$ cat src/rtl/mem_pkg.sv
// Shared definitions for the memory access stage and related load/store logic.
//   mem_size encodings, FSM state constants, byte-enable bases and the
//   EX/MEM register payload.
package mem_pkg;

  localparam int unsigned ADDR_W = 32;
  localparam int unsigned DATA_W = 32;
  localparam int unsigned RADD_W = 5;

  localparam logic [1:0] MEM_BYTE = 2'b00;
  localparam logic [1:0] MEM_HALF = 2'b01;
  localparam logic [1:0] MEM_WORD = 2'b10;

  // Access FSM states
  localparam logic [0:0] ST_IDLE = 1'b0;
  localparam logic [0:0] ST_WAIT = 1'b1;

  // Byte-enable patterns for an access at lane 0
  localparam logic [3:0] BE_BYTE = 4'b0001;
  localparam logic [3:0] BE_HALF = 4'b0011;
  localparam logic [3:0] BE_WORD = 4'b1111;

  typedef struct packed {
    logic              valid;
    logic [ADDR_W-1:0] alu;
    logic [DATA_W-1:0] wdata;
    logic [RADD_W-1:0] radd;
    logic              reg_write;
    logic              read;
    logic              write;
    logic [1:0]        size;
    logic              is_unsigned;
  } ex_mem_t;

endpackage

$ cat src/rtl/mem_load_align.sv
// Load lane select and sign/zero extension (combinational).
//   rdata        : raw 32-bit word from memory
//   offset       : address bits [1:0]
//   size         : mem_size encoding (11 behaves as word)
//   is_unsigned  : zero-extend instead of sign-extend
//   load_data_c  : aligned, extended load value
module mem_load_align
  import mem_pkg::*;
(
  input  logic [DATA_W-1:0] rdata,
  input  logic [1:0]        offset,
  input  logic [1:0]        size,
  input  logic              is_unsigned,
  output logic [DATA_W-1:0] load_data_c
);

  logic [7:0]  byte_v;
  logic [15:0] half_v;

  always_comb begin
    byte_v = rdata[7:0];
    case (offset)
      2'd0:    byte_v = rdata[7:0];
      2'd1:    byte_v = rdata[15:8];
      2'd2:    byte_v = rdata[23:16];
      default: byte_v = rdata[31:24];
    endcase
    half_v = offset[1] ? rdata[31:16] : rdata[15:0];

    case (size)
      MEM_BYTE: load_data_c = {{24{~is_unsigned & byte_v[7]}}, byte_v};
      MEM_HALF: load_data_c = {{16{~is_unsigned & half_v[15]}}, half_v};
      default:  load_data_c = rdata;
    endcase
  end

endmodule

$ cat src/rtl/memory_access_stage.sv
// Memory access pipeline stage: EX/MEM register, req/ack data-memory port
// with timeout, and registered writeback output.
//   valid_E..mem_unsigned_E : execute-stage outputs
//   stall_M                 : hold execute and earlier stages
//   mem_req..mem_rdata      : data-memory request/ack port
//   valid_W..bus_err_W      : registered writeback entry
module memory_access_stage
  import mem_pkg::*;
#(
  parameter int unsigned TIMEOUT = 255,
  parameter int unsigned XLEN    = 32
) (
  input  logic            clk,
  input  logic            rst,
  input  logic            valid_E,
  input  logic [XLEN-1:0] ALU_result_E,
  input  logic [XLEN-1:0] Write_Data_E,
  input  logic [4:0]      Radd_E,
  input  logic            reg_write_E,
  input  logic            mem_read_E,
  input  logic            mem_write_E,
  input  logic [1:0]      mem_size_E,
  input  logic            mem_unsigned_E,
  output logic            stall_M,
  output logic            mem_req,
  output logic            mem_we,
  output logic [XLEN-1:0] mem_addr,
  output logic [XLEN-1:0] mem_wdata,
  output logic [3:0]      mem_be,
  input  logic            mem_ack,
  input  logic [XLEN-1:0] mem_rdata,
  output logic            valid_W,
  output logic [XLEN-1:0] result_W,
  output logic [4:0]      Radd_W,
  output logic            reg_write_W,
  output logic            misalign_W,
  output logic            bus_err_W
);

  localparam int unsigned CNT_W      = (TIMEOUT < 2) ? 1 : $clog2(TIMEOUT + 1);
  localparam bit          TIMEOUT_EN = (TIMEOUT != 0);

  ex_mem_t           m_q;
  logic [0:0]        state_q, state_d;
  logic [CNT_W-1:0]  cnt_q, cnt_d;

  logic              is_byte, is_half, is_word;
  logic              misaligned, mem_op, timeout_hit, complete;
  logic [3:0]        be_base;
  logic [XLEN-1:0]   load_data;

  // Access classification of the instruction held in M
  always_comb begin
    is_byte    = (m_q.size == MEM_BYTE);
    is_half    = (m_q.size == MEM_HALF);
    is_word    = m_q.size[1];
    misaligned = m_q.valid & (m_q.read | m_q.write) &
                 ((is_half & m_q.alu[0]) | (is_word & (m_q.alu[1:0] != 2'b00)));
    mem_op     = m_q.valid & (m_q.read | m_q.write) & ~misaligned;
  end

  // FSM next state and memory-port outputs
  always_comb begin
    state_d     = state_q;
    mem_req     = mem_op;
    timeout_hit = TIMEOUT_EN & mem_req & ~mem_ack &
                  (cnt_q == CNT_W'(TIMEOUT - 1));
    complete    = ~mem_op | mem_ack | timeout_hit;
    stall_M     = mem_op & ~complete;

    case (state_q)
      ST_IDLE: if (mem_op && !complete) state_d = ST_WAIT;
      ST_WAIT: if (complete)            state_d = ST_IDLE;
      default:                          state_d = ST_IDLE;
    endcase

    // Counts consecutive request cycles; restarts for each new access
    cnt_d = (mem_req & ~complete) ? cnt_q + CNT_W'(1) : '0;

    be_base = is_byte ? BE_BYTE : (is_half ? BE_HALF : BE_WORD);
    mem_we  = mem_req & m_q.write;
    mem_be  = mem_we ? 4'(be_base << m_q.alu[1:0]) : 4'b0000;
    mem_addr = {m_q.alu[XLEN-1:2], 2'b00};
    if (is_byte)      mem_wdata = {4{m_q.wdata[7:0]}};
    else if (is_half) mem_wdata = {2{m_q.wdata[15:0]}};
    else              mem_wdata = m_q.wdata;
  end

  mem_load_align u_load_align (
    .rdata       (mem_rdata),
    .offset      (m_q.alu[1:0]),
    .size        (m_q.size),
    .is_unsigned (m_q.is_unsigned),
    .load_data_c (load_data)
  );

  // State and timeout counter
  always_ff @(posedge clk) begin
    if (rst) begin
      state_q <= ST_IDLE;
      cnt_q   <= '0;
    end else begin
      state_q <= state_d;
      cnt_q   <= cnt_d;
    end
  end

  // EX/MEM register; a bubble clears every field
  always_ff @(posedge clk) begin
    if (rst) begin
      m_q <= '0;
    end else if (!stall_M) begin
      if (valid_E) begin
        m_q.valid       <= 1'b1;
        m_q.alu         <= ALU_result_E;
        m_q.wdata       <= Write_Data_E;
        m_q.radd        <= Radd_E;
        m_q.reg_write   <= reg_write_E;
        m_q.read        <= mem_read_E;
        m_q.write       <= mem_write_E;
        m_q.size        <= mem_size_E;
        m_q.is_unsigned <= mem_unsigned_E;
      end else begin
        m_q <= '0;
      end
    end
  end

  // Writeback register; bubble unless M holds an instruction that completes
  always_ff @(posedge clk) begin
    if (rst || !(complete && m_q.valid)) begin
      valid_W     <= 1'b0;
      result_W    <= '0;
      Radd_W      <= '0;
      reg_write_W <= 1'b0;
      misalign_W  <= 1'b0;
      bus_err_W   <= 1'b0;
    end else begin
      valid_W     <= 1'b1;
      if (timeout_hit)               result_W <= '0;
      else if (mem_op && m_q.read)   result_W <= load_data;
      else                           result_W <= m_q.alu;
      Radd_W      <= m_q.radd;
      reg_write_W <= m_q.reg_write & ~misaligned & ~timeout_hit;
      misalign_W  <= misaligned;
      bus_err_W   <= timeout_hit;
    end
  end

endmodule

$ cat config.mk
export PLATFORM = sky130hd
export DESIGN_NAME = memory_access_stage
export DESIGN_NICKNAME = d
export VERILOG_FILES = /design/src/rtl/mem_pkg.sv /design/src/rtl/mem_load_align.sv /design/src/rtl/memory_access_stage.sv
export SDC_FILE = /design/constraint.sdc
export NUM_CORES = 1
export LEC_CHECK = 0
export ABC_CLOCK_PERIOD_IN_PS = 6000
export BUFFER_PORTS_ARGS = -buffer_cell sky130_fd_sc_hd__buf_2
export CORE_ASPECT_RATIO = 0.75
export CORE_MARGIN = 2
export CORE_UTILIZATION = 52
export DETAILED_ROUTE_END_ITERATION = 6
export PLACE_DENSITY_LB_ADDON = 0.1
export SLEW_MARGIN = 15
export SYNTH_ARGS = -nofsm -noshare
export SYNTH_HDL_FRONTEND = slang
export SYNTH_SLANG_ARGS = --single-unit
$ cat constraint.sdc
create_clock -name clk -period 6 [get_ports clk]
set_clock_uncertainty 0.15 [all_clocks]
set_input_delay 0.3 -clock clk [delete_from_list [all_inputs] [get_ports clk]]
set_output_delay 0.3 -clock clk [all_outputs]
set_load 0.02 [all_outputs]
== Yosys cells after proc, flatten, opt, wreduce, memory -nomap -nowiden ==
Cells that the tools add are included.
Cells by class
  $add $sub $neg: 1
  equality and inequality tests: 4
  shift-type cells: 1
  mux-type cells: 11
  bitwise logic cells: 24
  reductions and logical operators: 9
Operator list (number)
  2-to-1 mux 32 bit: 3
  2-to-1 mux 76 bit: 1
  one-hot mux 32 bit (2 select lines): 1
  one-hot mux 8 bit (3 select lines): 1
  2-to-1 mux 16 bit: 1
  AND 1 bit: 13
  2-to-1 mux 4 bit: 3
  adder 8 x 1 -> 8 bit (second input constant): 1
  == test 8 bit (second input constant): 1
  NOT 1 bit: 7
  == test 2 x 1 -> 1 bit (second input constant): 2
  logical NOT 2 bit: 2
  bitwise OR 1 bit: 4
  OR reduction 2 bit: 2
  left shift 4 x 2 -> 4 bit: 1
  == test 2 bit (second input constant): 1
  logical AND 1 bit: 2
  nonzero test 2 bit: 1
  logical NOT 1 bit: 1
  logical OR 1 bit: 1
  2-to-1 mux 1 bit: 1
Word-level totals
  register bits after elaboration: 125
  bits of input ports: 111
  output and inout port bits: 112

== Depth between registers and ports, before layout ==
  depth after elaboration: 13
  gate-level depth with buffers: 8

== Cells and area by module ==
Synthesis repeated with hierarchy kept, for this count alone.
Unflattened totals
  cell total of the unflattened synthesis: 594
  area, all modules: 5664.2 um2
Modules (own cells, without submodules)
  memory_access_stage: instances 1, cells each 479, area each 4818.4 um2, seq. area each 2502.4 um2
  mem_load_align: instances 1, cells each 115, area each 845.8 um2, seq. area each 0.0 um2

== Worst setup path after synthesis ==
OpenSTA, ideal clock, no wires.
  path type: register -> output
  start: reg, netlist name is_word
  end: out mem_be[1]
  arrival: 1719 ps
  required time: 5550 ps
  setup slack: 3831 ps
  stages on the path, launching flop included: 6
  buffers on the path: 3
  cells stage by stage: dfxtp_1 -> buf_4 -> clkbuf_1 -> clkbuf_1 -> nor3_1 -> nor4_1
On the way
  word-level cells in the longest chain between the ends: 8
  elaborated cells on any way between the ends: 13
RTL lines
  == test 2 x 1 -> 1 bit: line memory_access_stage.sv:55  | is_half = (m_q.size == MEM_HALF);
  AND 1 bit: line memory_access_stage.sv:58  | ((is_half & m_q.alu[0]) | (is_word & (m_q.alu[1:0] != 2'b00)));
  bitwise OR 1 bit: line memory_access_stage.sv:58
  AND 1 bit: line memory_access_stage.sv:57  | misaligned = m_q.valid & (m_q.read | m_q.write) &
  NOT 1 bit: line memory_access_stage.sv:59  | mem_op = m_q.valid & (m_q.read | m_q.write) & ~misaligned;
  AND 1 bit: line memory_access_stage.sv:59
  AND 1 bit: line memory_access_stage.sv:81  | mem_we = mem_req & m_q.write;
  2-to-1 mux 4 bit *: line memory_access_stage.sv:82  | mem_be = mem_we ? 4'(be_base << m_q.alu[1:0]) : 4'b0000;
  end: declaration: line memory_access_stage.sv:29  | output logic [3:0] mem_be,
Every way passes the cells marked *; elsewhere a longest branch is shown, timed or not.

== Worst setup path after layout ==
  start: reg m_q[44] in the netlist's numbering
  end: out mem_be[3]
On the way
  word-level cells in the longest chain between the ends: 8
  elaborated cells on any way between the ends: 9
RTL lines
  start: declaration: line memory_access_stage.sv:43  | ex_mem_t m_q;
  nonzero test 2 bit: line memory_access_stage.sv:58
  AND 1 bit: line memory_access_stage.sv:58
  bitwise OR 1 bit: line memory_access_stage.sv:58
  AND 1 bit: line memory_access_stage.sv:57
  NOT 1 bit: line memory_access_stage.sv:59
  AND 1 bit: line memory_access_stage.sv:59
  AND 1 bit: line memory_access_stage.sv:81
  2-to-1 mux 4 bit *: line memory_access_stage.sv:82
Marked as above.

==> flow_summary.toml <==
[run_status]
status = "completed"

[detailed_routing]
num_vias = 5026
route.detailed.drc = 0
post_drt_wl_per_cell_um = 17.83
drt_iter0_markers = 451
drt_first_pass_iters = 5
vias_per_cell = 5.529
wl_um = 16210
ant_nets = 0

[final_layout]
num_antenna_cells = 0
fin_nets = 877
final_cells = 909
drive_gt1_share_pct = 38.10
fin_area_um2 = 7542
area_delta_synth_final_pct = 41.27

[flow_run]
cap_violations = 0

[placed_design]
hpwl_um = 10570
dp_cells = 802
place_congestion = 0.8748
place_ws_ns = 3.140
port_buffers = 220
dpl-instance-area_um2 = 6110

[clocking]
cts_resized = 0
tritoncts = "built"
cts_hold_buf = 75
insertion_delay_ns = 0.42
cts_root_buf = "clkbuf_16"
h-tree-depth = 4
cts_setup_buffers = 0
clk_pin_slew_ns = 0.06
cts_made_buffers = 17
numClockSinks = 125
cts_buffer_depth = 2

[power]
peakVddDrop_mv = 0.2136
power_density_nw_per_um2 = 305.0
p_leak_nw = 3.538

[die]
core_um2 = 9813
fp.dieArea_um2 = 11100
initial_core_util_pct = 54.41
die_width_um = 121
rows = 31
io_pins = 223
die_h_um = 91.75

[worst_setup_path]
start_kind = "flip-flop"
worstPathMaxFanout = 20
critical_path_required_ns = 5.55
arrival_ns = 2.60
slowest_stage = "dfxtp_1"
critPathMaxStageDelay_ns = 0.84
crit_chain = "nor2b_1 -> a21oi_1 -> a2bb2oi_1 -> nor2_1 -> buf_2"
end_kind = "output pin"
worstSetupPathType = "reg2out"

[synth]
ys_ff_latch = 125
synth_area_um2 = 5339
syn_avg_cell_area_um2 = 10.25
synth-edff-count = 0
yosysWarnings = 0
syn_inst = 521
yosysSeqAreaShare_pct = 46.87
synth_cell_types = 49
synthArstFlopShare_pct = 0
ys.flop_type = "dfxtp_1"

[min_path]
hp-class = "in2reg"

[timing]
rsz0062_at_grt = "false"
maxSlewHeadroom_pct = 24.36
drv_slew = 0
setup_ws_ns = 2.954
hold_viol_final = 0
setup_tns_ns = 0
holdWs_ns = 0.01791
fmax_ghz = 0.3282
setup_viol = 0
tightest_slew_ns = 1.131
fin_crit_sh_pct = 50.77
period_minus_slack_ns = 3.046

[grt]
grt-ovfl-total = 0
grt_pass1_wl_um = 24480
grt_max_degree = 62
grt_pass1_vias = 4705
grt_use_total_pct = 28.24
grt_antenna_before_repair = 0
-- Yosys cell counts (all sizes together), types with 2 or more instances --
library cell  number  area share, %
xor2               5           0.82
clkbuf             9           0.63
buf               67            9.5
mux2              23            4.9
nand3             10           0.94
dfxtp            125             47
nor2              34            2.4
and2               4           0.47
a21oi              6           0.63
inv                8           0.56
o21ai             20            1.9
and3               6           0.70
a211oi            17            2.4
mux2i             12            2.2
a22o              77             13
o41ai              2           0.68
nand2b             2           0.23
a222oi             6            1.1
o221a              8            1.7
nor2b              5           0.59
nand2             40            2.9
o21a               2           0.28
ha                 2           0.47
nand4              2           0.23
nor3              10            1.1
o2bb2ai            5           0.82
nor4               2           0.52
-- cells in the final DEF, fill, tap and decap left out, types with 3 or more instances in the layout --
cell           instances
clkinv_2               3
nor3_1                 9
o21ai_0               19
a211oi_1              17
a222oi_1               6
clkbuf_16             17
nand3_1               10
dfxtp_1              124
mux2i_1               12
buf_2                220
a21oi_1                4
mux2_2                23
and2_1                 3
clkbuf_8               3
bufinv_16              6
nor2_1                33
dlygate4sd3_1         75
and3_1                 6
buf_4                  4
o2bb2ai_1              5
nor2b_1                5
xor2_1                 5
o221a_2                8
nand2_1               39
inv_1                  8
a22o_1                77
-- through the flow --
stage	utilization, %	total power [mW]
2_1_floorplan	-	1.026
5_1_grt	76.86	2.363
6_report	76.86	2.301
3_5_place_dp	62.26	1.094
4_1_cts	76.86	2.301
3_3_place_gp	62.26	1.090
-- sequential cells by signal, indices dropped and copies added, names as in the netlist --
name,cells
Radd_W,5
bus_err_W,1
cnt_q,8
is_word,1
m_q,45
mem_addr,30
misalign_W,1
reg_write_W,1
result_W,32
valid_W,1
-- cells by family after synthesis --
| logic type | Yosys count | synth area share, % |
|---|---|---|
| mux | 35 | 7.101 |
| other cells | 1 | 0.07024 |
| compound gates | 149 | 23.06 |
| xor+xnor | 6 | 0.9843 |
| fa+ha+maj | 2 | 0.4686 |
| simple gates | 119 | 10.71 |
| flops | 125 | 46.87 |
| buf+inv | 84 | 10.73 |
-- final timing paths --
check             depth (start not counted)  slack, ns           from            to
setup / recovery                          5       2.95        m_q[44]     mem_be[3]
hold / removal                            3       0.02  mem_rdata[26]  result_W[26]
setup reg to reg                          5       3.08        m_q[44]       m_q[26]
hold reg to reg                           1       0.33        m_q[10]       m_q[10]
-- cell type report --
cell class              count  area [um^2]
inverters                   8        30.03
fillers                   647         2271
flip-flops and latches    125         2504
repair buffers            299         1882
multi-input cells         313         2280
clock inverters            11        211.5
clock buffers              21        470.5
well taps                 132        165.2
-- power by group --
| group | total, mW | internal (mW) | switching, mW |
|---|---|---|---|
| sequential | 0.880 | 0.857 | 0.0230 |
| clock | 1.18 | 0.810 | 0.371 |
| combinational | 0.239 | 0.117 | 0.123 |
| total | 2.30 | 1.78 | 0.516 |
-- critical path: cells and delay by family, from the launching register on --
family,cells,cell delay [ns]
and+or+nand+nor,2,0.84
buffers and inverters,1,0.19
DFF,1,0.84
AOI/OAI and AO/OA,2,0.32
-- routing by layer --
layer	up-vias	global-route usage, %	wire length (um)
li1	2365	-	-
met1	2398	37.27	7139
met2	235	44.15	7452
met3	28	7.338	1257
met4	0	11.05	357
met5	-	0	0
(Power assumes the default switching activity.)
